==> src/rtl/uart_rx.sv <==
// uart_rx: 16x oversampling 8N1 serial receiver with input synchronizer,
// free-running oversample tick generator, start-glitch rejection,
// stop-bit checking and break (held-low line) handling.
module uart_rx #(
  parameter int SYS_FREQ  = 100000000,
  parameter int BAUD      = 9600,
  parameter int DATA_BITS = 8,
  parameter int DIV       = SYS_FREQ / (16 * BAUD)
) (
  input  logic       clk,
  input  logic       reset,
  input  logic       rx,
  output logic       rx_done_tick,
  output logic [7:0] received_byte,
  output logic       framing_error,
  output logic       busy
);

  localparam int            CW       = (DIV > 1) ? $clog2(DIV) : 1;
  localparam logic [CW-1:0] DIV_LAST = CW'(DIV - 1);
  localparam logic [2:0]    N_LAST   = 3'(DATA_BITS - 1);

  localparam logic [2:0] ST_IDLE  = 3'd0;
  localparam logic [2:0] ST_START = 3'd1;
  localparam logic [2:0] ST_DATA  = 3'd2;
  localparam logic [2:0] ST_STOP  = 3'd3;
  localparam logic [2:0] ST_BRK   = 3'd4;

  logic [1:0]           sync_q, sync_d;
  logic [CW-1:0]        tick_q, tick_d;
  logic [2:0]           state_q, state_d;
  logic [3:0]           s_q, s_d;
  logic [2:0]           n_q, n_d;
  logic [DATA_BITS-1:0] b_q, b_d;
  logic [7:0]           byte_q, byte_d;
  logic                 done_q, done_d;
  logic                 ferr_q, ferr_d;
  logic                 rx_s;
  logic                 s_tick;

  assign rx_s   = sync_q[1];
  assign s_tick = (tick_q == DIV_LAST);

  // Two-stage synchronizer shifting the raw line in; the older stage is rx_s.
  always_comb begin
    sync_d = {sync_q[0], rx};
  end

  // Oversample tick counter: free-running 0..DIV-1, never paused by the FSM.
  always_comb begin
    tick_d = s_tick ? '0 : tick_q + 1'b1;
  end

  // Frame FSM: confirm start at mid-bit, sample data/stop every 16 ticks.
  always_comb begin
    state_d = state_q;
    s_d     = s_q;
    n_d     = n_q;
    b_d     = b_q;
    byte_d  = byte_q;
    done_d  = 1'b0;
    ferr_d  = 1'b0;
    case (state_q)
      ST_IDLE: begin
        if (!rx_s) begin
          state_d = ST_START;
          s_d     = 4'd0;
        end
      end
      ST_START: begin
        if (s_tick) begin
          if (s_q == 4'd7) begin
            if (!rx_s) begin
              state_d = ST_DATA;
              s_d     = 4'd0;
              n_d     = 3'd0;
            end else begin
              state_d = ST_IDLE;
            end
          end else begin
            s_d = s_q + 4'd1;
          end
        end
      end
      ST_DATA: begin
        if (s_tick) begin
          if (s_q == 4'd15) begin
            s_d = 4'd0;
            b_d = {rx_s, b_q[DATA_BITS-1:1]};
            if (n_q == N_LAST) begin
              state_d = ST_STOP;
            end else begin
              n_d = n_q + 3'd1;
            end
          end else begin
            s_d = s_q + 4'd1;
          end
        end
      end
      ST_STOP: begin
        if (s_tick) begin
          if (s_q == 4'd15) begin
            s_d = 4'd0;
            if (rx_s) begin
              state_d = ST_IDLE;
              done_d  = 1'b1;
              byte_d  = 8'(b_q);
            end else begin
              state_d = ST_BRK;
              ferr_d  = 1'b1;
            end
          end else begin
            s_d = s_q + 4'd1;
          end
        end
      end
      ST_BRK: begin
        if (rx_s) begin
          state_d = ST_IDLE;
        end
      end
      default: begin
        state_d = ST_IDLE;
      end
    endcase
  end

  // State register bank with synchronous active-high reset.
  always_ff @(posedge clk) begin
    if (reset) begin
      sync_q  <= 2'b11;
      tick_q  <= '0;
      state_q <= ST_IDLE;
      s_q     <= 4'd0;
      n_q     <= 3'd0;
      b_q     <= '0;
      byte_q  <= 8'd0;
      done_q  <= 1'b0;
      ferr_q  <= 1'b0;
    end else begin
      sync_q  <= sync_d;
      tick_q  <= tick_d;
      state_q <= state_d;
      s_q     <= s_d;
      n_q     <= n_d;
      b_q     <= b_d;
      byte_q  <= byte_d;
      done_q  <= done_d;
      ferr_q  <= ferr_d;
    end
  end

  assign rx_done_tick  = done_q;
  assign framing_error = ferr_q;
  assign received_byte = byte_q;
  assign busy          = (state_q != ST_IDLE);

endmodule

==> config.mk <==
export PLATFORM = sky130hd
export DESIGN_NAME = uart_rx
export DESIGN_NICKNAME = d
export VERILOG_FILES = /design/src/rtl/uart_rx.sv
export SDC_FILE = /design/constraint.sdc
export NUM_CORES = 1
export LEC_CHECK = 0
export ABC_AREA = 1
export ABC_CLOCK_PERIOD_IN_PS = 4200
export CAP_MARGIN = 5
export CORE_ASPECT_RATIO = 2
export CORE_UTILIZATION = 45
export CTS_CLUSTER_SIZE = 12
export DETAILED_ROUTE_END_ITERATION = 6
export SYNTH_ARGS = -nofsm -noshare
export SYNTH_HDL_FRONTEND = slang
export SYNTH_SLANG_ARGS = --single-unit
==> constraint.sdc <==
create_clock -name clk -period 4.2 [get_ports clk]
set_input_delay 0.84 -clock clk [delete_from_list [all_inputs] [get_ports clk]]
set_output_delay 0.84 -clock clk [all_outputs]
set_load 0.02 [all_outputs]
# Yosys cells after proc, flatten, opt, wreduce, memory -nomap -nowiden
# Index checks and enable logic that the tools add are counted.
# classes
muxes,27
add_sub_neg,3
bitwise,3
eq_ne,20
n_reduce_logical,12
# op_table
cell,count
2-to-1 mux 3 bit,16
inequality test 2 bit (second input constant),11
2-to-1 mux 4 bit,5
one-hot mux 3 bit (5 select lines),1
one-hot mux 4 bit (3 select lines),1
adder 10 x 1 -> 10 bit (second input constant),1
== test 10 bit (second input constant),1
AND reduction 9 bit,1
AND reduction 7 bit,1
== test 3 x 2 -> 1 bit (second input constant),2
== test 3 bit (second input constant),2
one-hot mux 3 bit (2 select lines),1
AND reduction 3 bit,2
nonzero test 3 bit,2
adder 4 x 1 -> 4 bit (second input constant),1
== test 4 x 3 -> 1 bit (second input constant),1
== test 4 bit (second input constant),1
AND reduction 4 bit,1
OR reduction 2 bit,2
OR reduction 4 bit,1
adder 3 x 1 -> 3 bit (second input constant),1
== test 3 x 1 -> 1 bit (second input constant),1
logical NOT 3 bit,1
inverter 1 bit,3
other kinds (4),5
# totals
elab_cells,74
regBits,40

# Logic depth before layout (Yosys ltp)
# Gate-level depths: netlist (run 1).
# depth
ltp_word,5
depth_mapped,10
depth_no_buf,10

# Worst setup path before layout (run 1)
# OpenSTA, ideal clock, no wires.
# synth_timing
kind,register to output
startpoint,register state_q[1]
endpoint,output port busy
arrival_ns,0.759
stages_incl_launch_ff,4
setup_slack_ns,2.601
cell_sequence,dfxtp_1 -> buf_2 -> nor2_1 -> nand2_1
# synth_between
elab_chain_len,1
# synth_rtl
item,line_no,text
"start, declared",31,"logic [2:0] state_q, state_d;"
"start signal, assigned",143,state_q <= state_d;
nonzero test 3 bit,156,assign busy = (state_q != ST_IDLE);
"end, declared",16,output logic busy
# Every way passes these cells.

# Final worst setup path (run 1)
# Same ends and word-level chain as after synthesis.

==> impl_metrics.tcl, run 1 <==
set metrics [dict create \
    core_mm2 0.004129 \
    clockBufferDepth 2 \
    antenna_found_initial 0 \
    synth_simple_gate_area_frac 0.3796 \
    status "completed" \
    holdPathStages 1 \
    diodes 0 \
    rsz0062_at_grt "false" \
    num_io_pins 14 \
    die_x_um 48.60 \
    drt-total-wl_mm 4.561 \
    dr_total_vias 1776 \
    hold_buffers 0 \
    numPortBuffers 13 \
    syn_to_final_growth_pct 14.02 \
    clk_latency_ns 0.30 \
    power_density_mw_per_mm2 501.2 \
    synthTopCellsByCount "nor2_1, nand2_1, dfxtp_1, nand3_1, inv_1" \
    cp_data_arrival_time_ns 1.68 \
    globalplace.congestion 0.8494 \
    setup_violations 0 \
    synth.area.mux_share 0 \
    track_usage 0.2264 \
    yosys-top-cells-area "dfxtp_1, nor2_1, nand2_1, nand3_1, inv_1" \
    hold_viol 0 \
    vias_per_cell 5.193 \
    synth_top_area_share 0.4097 \
    cts_sinks 40 \
    cp.required_ns 3.36 \
    yosysUniqueCellTypes 30 \
    cts_tree "built" \
    fin_crit_sh 0.6002 \
    cts-root-buf "clkbuf_8" \
    initial_core_util 0.4733 \
    ir_drop_uv 250.6 \
    yosys_warnings 0 \
    routedWlPerCell_um 13.34 \
    numCtsBuffers 5 \
    synthArstFlopShare 0 \
    drt_iter0_drc 31 \
    clock.fmax_mhz 396.7 \
    htreeDepth 2 \
    synth_top_family_by_area "simple AND/OR/NAND/NOR gates" \
    cts_resized 0 \
    fin_skew_ns 0.007743 \
    crit_path_end_kind "output port" \
    synth_fp_nets 281 \
    cts_setup_buffers 0 \
    cts.clk_slew.worst_paths_ns 0.08 \
    avgSynthCellArea_um2 7.159 \
    die_h_um 95.20 \
    rows 33 \
    yosysSeqAreaShare 0.4097 \
    ys_ff_latch 40 \
    dieArea_mm2 0.004627 \
    synth_top_cell_by_area "dfxtp_1" \
    gr-total-overflow 0 \
    synth_xor_area_frac 0.01344 \
    reg2reg_depth 8 \
    yosysMostFrequentCell "nor2_1" \
    relSlewSlack 0.5371 \
    hp-class "flop to flop" \
    drive_above_1_share 0.1103 \
    worst_pin_slew_ns 0.6934 \
    start_kind "flop" \
    drv_cap 0 \
    fin_nets 297 \
    drc 0 \
    p_leak_uw 0.0009503 \
    synth-adder-area-share 0.03201 \
    setup_tns_ns 0 \
    worstPathMaxFanout 10 \
    fin_util 0.5397 \
    maxSlewViolCount 0 \
    synthCells 273 \
    synth_compound_area_frac 0.1076 \
    hpwl_mm 3.509 \
    synthFlopType "dfxtp_1" \
    grt_pass1_vias 1776 \
    post-route-min-period_ns 2.521 \
    syn_area_mm2 0.001954 \
    first_pass_iters 4 \
    ant_nets 0 \
    grt_pass1_wl_mm 7.838 \
    crit_type "flop to output port" \
    grt_max_degree 19 \
    synth-edff-count 0 \
]
## path summary, 6_finish.rpt
kind	start	end	slack (ns)
setup reg to reg	s_q[1]	b_q[5]	2.38
hold reg to reg	sync_q[0]	sync_q[1]	0.41
setup / recovery	state_q[1]	busy	1.68
hold / removal	sync_q[0]	sync_q[1]	0.41
## worst max-delay path: stages, from the launching register on
cell             delay, ns
dfxtp_1               0.53
nor2_1                0.12
nand2_1               0.12
clkdlybuf4s50_1       0.61
## metal layers
metal,GRT usage,routed length (um),up-vias
met5,0,0,-
li1,-,-,929
met1,0.1910,1631,812
met2,0.4688,2691,25
met4,0.1275,145,0
met3,0.04466,92,10
## cells in the final DEF, fill, tap and decap left out, types with 5 or more instances in the layout
master	synthesis	final
a21oi_1	9	9
a31oi_1	8	8
clkbuf_8	0	6
clkdlybuf4s50_1	0	13
dfxtp_1	40	40
ha_1	5	5
inv_1	20	20
nand2_1	49	49
nand2_2	5	5
nand3_1	23	23
nor2_1	52	52
nor3_1	10	10
o21ai_0	14	14
## logic make-up (layout without fill, tap and decap cells)
kind of cell,Yosys count,count (layout)
AO/OA/AOI/OAI,36,36
XOR/XNOR,3,3
adder cells (fa/ha/maj),5,5
buffers and inverters,29,46
flip-flops,40,40
AND/OR/NAND/NOR,160,160
## report_power, final
| part | internal, uW | switching [uW] | total [uW] |
|---|---|---|---|
| combinational | 137 | 253 | 390 |
| clock | 134 | 138 | 271 |
| sequential | 412 | 43.3 | 455 |
| total | 683 | 434 | 1120 |
## layout make-up
cell class	count	area, um^2
clock buffers	7	86.33
clock inverters	1	7.507
fillers	423	1901
inverters	24	90.09
multi-input cells	204	1041
flip-flops and latches	40	800.8
well taps	52	65.06
repair buffers	14	137.6
## stage by stage
stage	power [uW]	hold WS [ns]	setup slack, ns	cell area, um^2	instances
5_1_grt	1203	0.4475	1.603	2228	342
4_1_cts	1125	0.4165	1.678	2228	342
3_5_place_dp	854.6	0.3983	1.718	2135	334
6_report	1117	0.4125	1.679	2228	342
2_1_floorplan	758.6	0.3895	2.601	1954	273
3_3_place_gp	857.8	0.3971	1.743	2135	334
## sequential cells by signal (all words and copies together) (netlist names)
register and count:
n_q 3, s_q 4, tick_q 10, b_q 8, state_q 3, received_byte 8
framing_error 1, sync_q 2, rx_done_tick 1
Power figures use the tool's default switching activity.
==> inputs of run 2 (changes only) <==
ABC_CLOCK_PERIOD_IN_PS = 2000   (was 4200)
PLACE_DENSITY = 0.66   (was unset)
clock period = 2 ns   (was 4.2 ns; I/O delays follow)
==> run 2 against run 1 <==
First-iteration DRC count is 32% higher. Power is 110% higher. Sequential share of layout area is 0.40 points lower. Non-clock buffer count is 4 higher. Largest power group unchanged. Cell count is 1.2% higher. Setup slack worse by 1.6 ns. Clock skew hardly changed. Worst hold slack better by 0.0058 ns. Die area stayed put. Combinational power is 120% higher. Critical path depth stayed put.
==> impl_metrics.tcl, run 2 (synthesis gave the netlist of run 1 again) <==
set metrics [dict create \
    status "completed" \
    worst_pin_slew_ns 0.4992 \
    clockBufferDepth 2 \
    p_leak_uw 0.0009680 \
    hold_buffers 0 \
    crit_slowest_cell "clkdlybuf4s50_1" \
    die_h_um 95.20 \
    die_x_um 48.60 \
    regMostFlops "tick_q" \
    cts-root-buf "clkbuf_8" \
    fin_util 0.5467 \
    power_density_mw_per_mm2 1033 \
    cp_data_arrival_time_ns 1.53 \
    htreeDepth 2 \
    met3_wirelength_um 86 \
    hpwl_mm 3.414 \
    ir_drop_uv 775.1 \
    grt_pass1_wl_mm 7.693 \
    vias_per_cell 5.101 \
    cts_setup_buffers 0 \
    whs_ns 0.4183 \
    largest_reg_flops 10 \
    diodes 0 \
    grt_max_degree 17 \
    crit_type "flop to output port" \
    hp-class "flop to flop" \
    cp_top_family "buffers and inverters" \
    globalplace.congestion 0.7867 \
    drt_iter0_drc 41 \
    wl_met1_mm 1.625 \
    top_signal_layer_used "met4" \
    rows 33 \
    ant_nets 0 \
    crit_path_end_kind "output port" \
    maxSlewViolCount 0 \
    rsz0062_at_grt "false" \
    cp.required_ns 1.60 \
    relSlewSlack 0.6637 \
    drt-total-wl_mm 4.346 \
    dieArea_mm2 0.004627 \
    routedWlPerCell_um 12.56 \
    final_cell_mix "nor2_1, nand2_1, dfxtp_1, nand3_1, inv_1" \
    met2WireLength_mm 2.540 \
    worstPathMaxFanout 7 \
    cts_resized 0 \
    dr_total_vias 1765 \
    hold_viol 0 \
    clk_latency_ns 0.30 \
    power.total_uw 2332 \
    fin_skew_ns 0.007293 \
    start_kind "flop" \
    grt_pass1_vias 1810 \
    cp.buffers_inverters 2 \
    first_pass_iters 4 \
    track_usage 0.2167 \
    fin_nets 301 \
    core_mm2 0.004129 \
    initial_core_util 0.4733 \
    cts_tree "built" \
    cts_sinks 40 \
    post-route-min-period_ns 1.928 \
    max_stage_delay_ns 0.62 \
    gr-total-overflow 0 \
    numCtsBuffers 5 \
    drive_above_1_share 0.1293 \
    drv_cap 0 \
    worstPathCellList "inv_2 -> nand2_1 -> clkdlybuf4s50_1" \
    clock.fmax_mhz 518.7 \
    syn_to_final_growth_pct 15.49 \
    cts.clk_slew.worst_paths_ns 0.08 \
    num_io_pins 14 \
    antenna_found_initial 0 \
    setup_tns_ns 0 \
    fin_crit_sh 0.9639 \
    setup_violations 0 \
    layout_commonest_cell "nor2_1" \
    numPortBuffers 13 \
    drc 0 \
]
run 2: cell types whose count changed in the layout (fill, tap and decap cells not counted), sizes merged:
cell | before | now
buf | 1 | 5
clkinv | 0 | 1
clkbuf | 7 | 6
run 2: final timing paths:
check / slack [ns] / cells after the start / start / endpoint
worst max-delay path: 0.07 / 3 / state_q[2] / busy
worst min-delay path: 0.42 / 1 / sync_q[0] / sync_q[1]
worst max register to register: 0.30 / 9 / tick_q[0] / s_q[3]
worst min register to register: 0.42 / 1 / sync_q[0] / sync_q[1]
run 2: area by class of cell:
cell class | instances | area [um^2]
Clock buffer | 6 | 72.57
Clock inverter | 2 | 16.27
Fill cell | 429 | 1872
Inverter | 24 | 90.09
Multi-Input combinational cell | 204 | 1044
Sequential cell | 40 | 802.0
Tap cell | 52 | 65.06
Timing Repair Buffer | 18 | 167.7
run 2: layer usage:
metal  GRT usage  vias to the layer above
met5           0                        -
met4      0.1176                        0
met1      0.1871                      801
met2      0.4560                       21
met3     0.02871                        6
li1            -                      937
run 2: through the flow:
stage	setup slack [ns]	std cells	instance area (um^2)
after global placement	0.3001	338	2165
after detailed placement	0.2747	338	2165
after global routing	0.01061	346	2257
final	0.07223	346	2257
after CTS	0.01671	346	2253
after floorplan	0.5476	273	1954
run 2: power breakdown:
part	switching, uW	internal, uW	total (uW)
combinational	548	302	850
sequential	70.2	867	937
clock	297	248	545
